$ cat config.mk
export PLATFORM = sky130hd
export DESIGN_NAME = seg_scan_driver
export DESIGN_NICKNAME = d
export VERILOG_FILES = /design/src/rtl/seg_pkg.sv /design/src/rtl/seg_hex_decode.sv /design/src/rtl/seg_scan_driver.sv
export SDC_FILE = /design/constraint.sdc
export NUM_CORES = 1
export LEC_CHECK = 0
export BUFFER_PORTS_ARGS = -buffer_cell sky130_fd_sc_hd__buf_4
export CORE_MARGIN = 5
export CORE_UTILIZATION = 40
export DETAILED_ROUTE_END_ITERATION = 6
export PLACE_DENSITY = 0.63
export SYNTH_ARGS = -nofsm -noshare
export SYNTH_HDL_FRONTEND = slang
export SYNTH_HIERARCHICAL = 1
export SYNTH_SLANG_ARGS = --single-unit
$ cat constraint.sdc
create_clock -name clk -period 8.2 [get_ports clk]
set_input_delay 1.64 -clock clk [delete_from_list [all_inputs] [get_ports clk]]
set_output_delay 1.64 -clock clk [all_outputs]
set_load 0.005 [all_outputs]
$ cat src/rtl/seg_pkg.sv
// Shared constants for the multiplexed seven-segment scan driver: the active-low
// glyph table, the blank pattern and the slot-counter width helper.
package seg_pkg;

    localparam logic [7:0] SEG_OFF = 8'hFF;

    // Active-low {DP,G,F,E,D,C,B,A} glyphs for 0..F (DP bit left dark).
    localparam logic [7:0] SEG_TABLE [16] = '{
        8'hC0, 8'hF9, 8'hA4, 8'hB0, 8'h99, 8'h92, 8'h82, 8'hF8,
        8'h80, 8'h98, 8'h88, 8'h83, 8'hC6, 8'hA1, 8'h86, 8'h8E
    };

    function automatic int slot_width(input int n);
        return (n > 1) ? $clog2(n) : 1;
    endfunction

endpackage

$ cat src/rtl/seg_hex_decode.sv
// Combinational nibble-to-segment decode with decimal point and blanking.
module seg_hex_decode
    import seg_pkg::*;
(
    input  logic [3:0] nibble_i,
    input  logic       dp_i,
    input  logic       blank_i,
    output logic [7:0] seg_o
);

    always_comb begin
        seg_o[7]   = ~dp_i;
        seg_o[6:0] = blank_i ? SEG_OFF[6:0] : SEG_TABLE[nibble_i][6:0];
    end

endmodule

$ cat src/rtl/seg_scan_driver.sv
// Multiplexed seven-segment scanner: prescaler, slot counter, double-buffered
// display data, leading-zero blanking and PWM brightness on the anodes.
module seg_scan_driver
    import seg_pkg::*;
#(
    parameter int DIGITS   = 8,
    parameter int SCAN_DIV = 75000,
    parameter int BRIGHT_W = 4
) (
    input  logic                  clk,
    input  logic                  rst,
    input  logic                  load,
    input  logic [4*DIGITS-1:0]   data_in,
    input  logic [DIGITS-1:0]     dp_in,
    input  logic                  blank_lz,
    input  logic [BRIGHT_W-1:0]   bright,
    output logic [7:0]            SEG,
    output logic [DIGITS-1:0]     AN,
    output logic                  frame_start
);

    localparam int SLOT_W  = slot_width(DIGITS);
    localparam int PRESC_W = $clog2(SCAN_DIV);
    localparam int ON_W    = BRIGHT_W + 1 + $clog2(SCAN_DIV + 1);

    localparam logic [PRESC_W-1:0] PRESC_MAX = PRESC_W'(SCAN_DIV - 1);
    localparam logic [SLOT_W-1:0]  SLOT_MAX  = SLOT_W'(DIGITS - 1);

    logic [PRESC_W-1:0]  presc_q, presc_d;
    logic [SLOT_W-1:0]   slot_q, slot_d;
    logic [4*DIGITS-1:0] pend_data_q, pend_data_d, act_data_q, act_data_d;
    logic [DIGITS-1:0]   pend_dp_q, pend_dp_d, act_dp_q, act_dp_d;
    logic                pend_blz_q, pend_blz_d, act_blz_q, act_blz_d;
    logic [7:0]          seg_q, seg_d;
    logic [DIGITS-1:0]   an_q, an_d;
    logic                frame_q;

    logic                presc_wrap, frame_wrap;
    logic [SLOT_W-1:0]   sel;
    logic [ON_W-1:0]     on_cnt;
    logic                lit;
    logic [DIGITS-1:0]   nib_zero;
    logic [DIGITS-1:0]   lz_mask;
    logic                zero_run;
    logic                digit_blank;

    assign presc_wrap = (presc_q == PRESC_MAX);
    assign frame_wrap = presc_wrap && (slot_q == SLOT_MAX);
    assign sel        = SLOT_MAX - slot_q;

    always_comb begin
        presc_d = presc_wrap ? '0 : presc_q + 1'b1;
        slot_d  = slot_q;
        if (presc_wrap) begin
            slot_d = (slot_q == SLOT_MAX) ? '0 : slot_q + 1'b1;
        end
    end

    // Active copies from pending_d so a load on the wrap edge lands in the new frame.
    always_comb begin
        pend_data_d = pend_data_q;
        pend_dp_d   = pend_dp_q;
        pend_blz_d  = pend_blz_q;
        if (load) begin
            pend_data_d = data_in;
            pend_dp_d   = dp_in;
            pend_blz_d  = blank_lz;
        end
        act_data_d = act_data_q;
        act_dp_d   = act_dp_q;
        act_blz_d  = act_blz_q;
        if (frame_wrap) begin
            act_data_d = pend_data_d;
            act_dp_d   = pend_dp_d;
            act_blz_d  = pend_blz_d;
        end
    end

    for (genvar gi = 0; gi < DIGITS; gi++) begin : g_nib_zero
        assign nib_zero[gi] = (act_data_q[4*gi +: 4] == 4'd0);
    end

    // lz_mask[k]: nibble k and every nibble to its left are zero; nibble 0 never blanks.
    always_comb begin
        zero_run   = 1'b1;
        lz_mask    = '0;
        for (int i = DIGITS - 1; i >= 1; i--) begin
            zero_run   = zero_run && nib_zero[i];
            lz_mask[i] = zero_run;
        end
    end

    assign digit_blank = act_blz_q && lz_mask[sel];

    always_comb begin
        on_cnt = (({{(ON_W-BRIGHT_W){1'b0}}, bright} + ON_W'(1)) * ON_W'(SCAN_DIV)) >> BRIGHT_W;
    end

    assign lit = ({{(ON_W-PRESC_W){1'b0}}, presc_q} < on_cnt);

    always_comb begin
        an_d = '1;
        if (lit) begin
            an_d[sel] = 1'b0;
        end
    end

    seg_hex_decode u_decode (
        .nibble_i (act_data_q[{sel, 2'b00} +: 4]),
        .dp_i     (act_dp_q[sel]),
        .blank_i  (digit_blank),
        .seg_o    (seg_d)
    );

    always_ff @(posedge clk) begin
        if (rst) begin
            presc_q     <= '0;
            slot_q      <= '0;
            pend_data_q <= '0;
            pend_dp_q   <= '0;
            pend_blz_q  <= 1'b0;
            act_data_q  <= '0;
            act_dp_q    <= '0;
            act_blz_q   <= 1'b0;
            seg_q       <= SEG_OFF;
            an_q        <= '1;
            frame_q     <= 1'b0;
        end else begin
            presc_q     <= presc_d;
            slot_q      <= slot_d;
            pend_data_q <= pend_data_d;
            pend_dp_q   <= pend_dp_d;
            pend_blz_q  <= pend_blz_d;
            act_data_q  <= act_data_d;
            act_dp_q    <= act_dp_d;
            act_blz_q   <= act_blz_d;
            seg_q       <= seg_d;
            an_q        <= an_d;
            frame_q     <= frame_wrap;
        end
    end

    assign SEG         = seg_q;
    assign AN          = an_q;
    assign frame_start = frame_q;

endmodule

# Word-level counts from Yosys, hierarchy flattened
# Memory sizes are Yosys's and may differ from the RTL's. A register that Yosys moved wholly into a read port is not among the register bits.
# Index checks and enable logic that the tools add are counted.
# W data, S select, Z words.
# word_totals
register_bits	112
mem_bits_ro	128
inputBits	48
out_inout_bits	17
word_cells	56
n_memories	1
# op_classes
n_addsub	4
n_mul	1
order_cmp	3
eq_ne	2
n_shift	1
mux	10
bitwise_logic	4
reduce_logical	19
# memory_table
memory	depth	width	read_ports	rd_clocked_by_memory_dff	wr	line	rtl
(no name shown)	16	8	1	1	0	seg_hex_decode.sv:13	seg_o[6:0] = blank_i ? SEG_OFF[6:0] : SEG_TABLE[nibble_i][6:0];
# op_table
operator	n
$mux W32	1
$shiftx A32 B6 Y4	1
$logic_not A4 Y1	7
$mul A5 B14 Y19 const B	1
$lt A17 B18 Y1	1
$add A17 B1 Y17 const B	1
$eq A17 B17 Y1 const B	1
$logic_and A1 B1 Y1	9
$mux W8	1
$not A8 Y8	1
$bmux W1 S3	2
$reduce_or A2 Y1	3
$add A4 B1 Y5 const B	1
$not A4 Y5	1
$lt A3 B4 Y1 const B	1
$mux W1	4
$add A3 B1 Y3 const B	1
$demux W1 S3	1
$eq A3 B3 Y1 const B	1
$ge A3 B1 Y1 const B	1
$mux W3	1
$sub A3 B3 Y3 const A	1
$not A1 Y1	2

# Logic depth before layout (Yosys ltp)
# logic_depth
depth_word	11
depth_mapped	22
mapped_depth_nobuf	22

# Modules after synthesis
# The synthesis kept the hierarchy.
# by_module_without_submodules
mod	instances	cells_each	area_per_inst_um2	seq_area_each_um2
seg_scan_driver	1	647	6224.7	2382.3
seg_hex_decode	1	41	285.3	0.0

# Worst setup path before layout
# No wires, ideal clock.
# synth_path
path_kind	input -> register
startpoint	in bright[0]
endpoint	reg an_q[1] (netlist: AN[1])
setup_ns	0.139
t_arrival_ns	6.827
required_time_ns	8.061
setup_slack_ns	1.234
stages	21
n_path_buf	0
cell_sequence	ha_1 > xor2_1 > inv_1 > fa_1 > fa_1 > fa_1 > inv_1 > ha_1 > nor2b_1 > o31a_1 > o21ai_0 > a21oi_1 > o311ai_0 > a31oi_1 > ha_1 > a2111oi_2 > o21ai_1 > o21ai_0 > o21ai_0 > a311oi_4 > o211ai_1
# synth_via
elab_chain_len	5
# synth_rtl
item	line	rtl
from (decl)	seg_scan_driver.sv:16	input logic [BRIGHT_W-1:0] bright,
$add A4 B1 Y5	seg_scan_driver.sv:96	on_cnt = (({{(ON_W-BRIGHT_W){1'b0}}, bright} + ON_W'(1)) * ON_W'(SCAN_DIV)) >> BRIGHT_W;
$mul A5 B14 Y19	seg_scan_driver.sv:96	
$lt A17 B18 Y1	seg_scan_driver.sv:99	assign lit = ({{(ON_W-PRESC_W){1'b0}}, presc_q} < on_cnt);
$not A1 Y1 (no source line)	-	
$reduce_or A2 Y1 (no source line)	-	
to (signal assigned)	seg_scan_driver.sv:138	an_q <= an_d;
to (decl)	seg_scan_driver.sv:35	logic [DIGITS-1:0] an_q, an_d;
# No other way between the ends.
# A chain may end at the register's enable or synchronous reset.

# Worst setup path after layout
# layout_path
startpoint	in bright[0]
endpoint	reg an_q[2] (netlist: AN[2])
# Same word-level chain as after synthesis.

==> run_results.csv <==
group,metric,value,unit
outcome,outcome,"finished clean",
sta,final-setup-viol-count,0,
die,core.rowCount,46,
sta,tightest_slew,1.245,ns
critical_path,critPathKind,"input port to register",
routing,detail_route.iter0.violations,390,
grt,grt.met2_usage,0.2592,
sta,timing.final.hold_violations,0,
synthesis,postSynthAreaPerCell,9.462,um^2
run,maxCapViolations,0,
critical_path,critPathCaptureType,"register",
die,initial_utilization,0.4083,
critical_path,path_cells,"buf_4 > nand3_1 > xnor2_2 > inv_1 > fa_1 > fa_1 > fa_1 > inv_1 > ha_1 > nor2b_1 > o31a_1 > o21ai_0 > a21oi_1 > o311ai_0 > a31oi_1 > ha_1 > a2111oi_2 > o21ai_1 > o21ai_0 > o21ai_0 > a311oi_4 > o211ai_1",
power,pwr_density_cell,215.6,nW/um^2
critical_path,critPathMaxStageDelay,0.61,ns
routing,first_pass_iters,5,
die,floorplan.die_area,18930,um^2
power,total_power,1.661,mW
placement,detailed_place_hpwl,10290,um
synthesis,netlist_instances,688,
power,leakage,3.344,nW
clock_network,cts_buffer_depth,2,
grt,groute.usage.overall,0.1546,
placement,finalWeightedCongestion,0.8578,
synthesis,synth_area_leaders,"dfxtp_1 37%, ha_1 10%, nor2_1 7.1%",
critical_path,critical_path.n_buffers_inverters,3,
routing,detail_route.wirelength,13880,um
sta,max_freq,0.1387,GHz
power,p_clk_frac,0.456,
finish,design.final.nets,844,
finish,fin_util,0.4831,
sta,rsz_0062_raised_after_global_routing,"no",
critical_path,arrival,7.46,ns
finish,final_layout_size_suffix_gt1_frac,0.2045,
power,pwr-share-seq,0.361,
sta,finalCriticalPeriod,7.212,ns
clock_network,cts.sinks,119,
die,floorplan.io_pins,65,
grt,first_pass_grt_wire_length,23290,um
sta,report.final.slew_viol_count,0,
critical_path,cp_top_family,"compound AO/OA/AOI/OAI gates",
clock_network,tritoncts,"yes",
finish,mostFrequentLayoutCells,"123 x nor2_1, 119 x dfxtp_1, 66 x buf_4",
grt,grt_max_degree,90,
sta,clock_skew,0.009123,ns
die,die-width,137.6,um
power,irDropWorstVdd,0.1546,mV
clock_network,clock_insertion_delay_at_the_later_pin_of_the_skew_report,0.41,ns
grt,met3_use_gr,0.03689,
synthesis,ys_async_sr_fraction,0,
sta,final_min_period_over_clock_period,0.8796,
clock_network,cts-buffers-inserted,17,
placement,portBuffers,64,
synthesis,netlist-cell-type-count,63,
finish,area.growth.synth_to_final,18.32,%
routing,routed_via_density,5.109,
finish,antennaDiodeCount,0,
critical_path,timing.critical_path.from_type,"input port",
grt,number_of_antenna_violations_at_the_first_check_in_global_routing,0,
die,die-height,137.6,um
grt,overflow,0,
synthesis,ys_seq_area_frac,0.3659,
clock_network,cts-htree-levels,4,
power,power.internal,1.239,mW
routing,antenna_violating_nets_post_route,0,
synthesis,synth_edf_count,0,
sta,slew_headroom,0.1611,
power,power.switching,0.4217,mW
synthesis,mappedNetlistArea,6510,um^2
grt,grt_use_met1,0.1930,
synthesis,synth_top_area_share,0.3659,
routing,route.vias.total,4925,
synthesis,synth.yosys.warnings,6,
clock_network,clk_root_buffer_cell,"clkbuf_16",
synthesis,yosys.area.top_type,"dfxtp_1",
power,p_sw_frac,0.2539,
grt,global_route.peak_usage_layer,"met2",
critical_path,cell_type_of_the_slowest_stage_on_the_worst_timing_path,"fa_1",
hold_path,hold_class,"register to register",
grt,via_count_of_the_first_global_routing_pass,4864,
power,combinationalPowerShare,0.183,
sta,hold_slack,0.4683,ns
die,design.core.area,15940,um^2
critical_path,worstPathMaxFanout,8,
synthesis,synth_nets,797,
critical_path,worst_ep_required_time,8.45,ns
routing,route.detailed.drc,0,
synthesis,synth.ff_latch_count,119,
clock_network,cts_setup_buffers,0,
routing,avgRoutedWirePerCell,14.40,um
clock_network,clock_pin_slew_on_the_worst_setup_and_hold_paths,0.06,ns
synthesis,synth_flop_cell,"dfxtp_1",
clock_network,cts_hold_buffers,0,
finish,most_frequent_standard_cell_in_the_layout_excluding_fill_and_tap_cells,"nor2_1",
clock_network,cts_resizes,0,
sta,total_negative_slack_for_setup_checks,0,ns
==> metrics by stage <==
stage / worst slack, ns / std cells / instance area [um^2]
after global routing: 0.5192 / 964 / 7702
final: 0.9876 / 964 / 7702
after detailed placement: 0.5411 / 932 / 7091
after global placement: 0.8338 / 932 / 7091
after floorplan: 1.234 / 688 / 6510
after CTS: 0.9713 / 964 / 7702
==> worst reg2reg max path, delay by kind of cell, from the launching register on <==
family	cells	cell delay (ns)
flops	1	0.89
simple gates	3	0.86
compound gates	3	1.56
==> cell type report <==
class | instances | area (um^2)
Sequential cell | 119 | 2382
Tap cell | 216 | 270.3
Clock inverter | 7 | 116.4
Timing Repair Buffer | 66 | 495.5
Clock buffer | 25 | 495.5
Inverter | 33 | 123.9
Multi-Input combinational cell | 498 | 3819
Fill cell | 1480 | 8240
==> synthesized netlist by cell type (12+ instances only) <==
library cell,n
buf_2,12
nand2_1,23
dfxtp_1,119
xnor2_1,13
a21oi_1,15
nor2_1,123
a211oi_2,30
clkbuf_1,17
xor2_1,17
nor3_1,12
ha_1,53
nand3_1,15
inv_1,33
o21ai_0,20
mux2i_1,46
==> cell families after synthesis <==
| logic type | count (synthesis) | synth area share |
|---|---|---|
| and+or+nand+nor | 220 | 0.1565 |
| AOI/OAI and AO/OA | 128 | 0.1655 |
| DFF | 119 | 0.3659 |
| buffers and inverters | 71 | 0.04747 |
| adders and majority gates | 62 | 0.1280 |
| muxes | 57 | 0.09379 |
| xor gates and xnor gates | 31 | 0.04286 |
==> flip-flops by register name, indices dropped and copies added (netlist names) <==
signal,count
presc_q,17
act_dp_q,8
act_data_q,32
pend_data_q,32
pend_dp_q,8
pend_blz_q,1
AN,8
act_blz_q,1
frame_start,1
SEG,8
slot_q,3
==> power by group through the flow <==
stage / combinational (mW) / clock [mW] / sequential (mW)
after floorplan: 0.231 / 0 / 0.610
after global placement: 0.297 / 0 / 0.610
after detailed placement: 0.306 / 0 / 0.611
after CTS: 0.308 / 0.769 / 0.599
after global routing: 0.353 / 0.800 / 0.600
final: 0.305 / 0.757 / 0.599
==> final timing paths <==
| path | slack (ns) | end | depth (start not counted) | start |
|---|---|---|---|---|
| worst max register to register | 4.77 | SEG[6] | 6 | slot_q[1] |
| worst max-delay path | 0.99 | AN[2] | 22 | bright[0] |
| worst min-delay path | 0.47 | presc_q[0] | 1 | presc_q[0] |
| worst min register to register | 0.47 | presc_q[0] | 1 | presc_q[0] |
==> layer usage <==
metal  wire, um  vias to the layer above
met5          0                        -
met4        291                        0
met3        661                       26
met2       6780                      106
met1       6151                     2273
li1           -                     2520
Note: power is estimated with default switching activity, not from simulation.
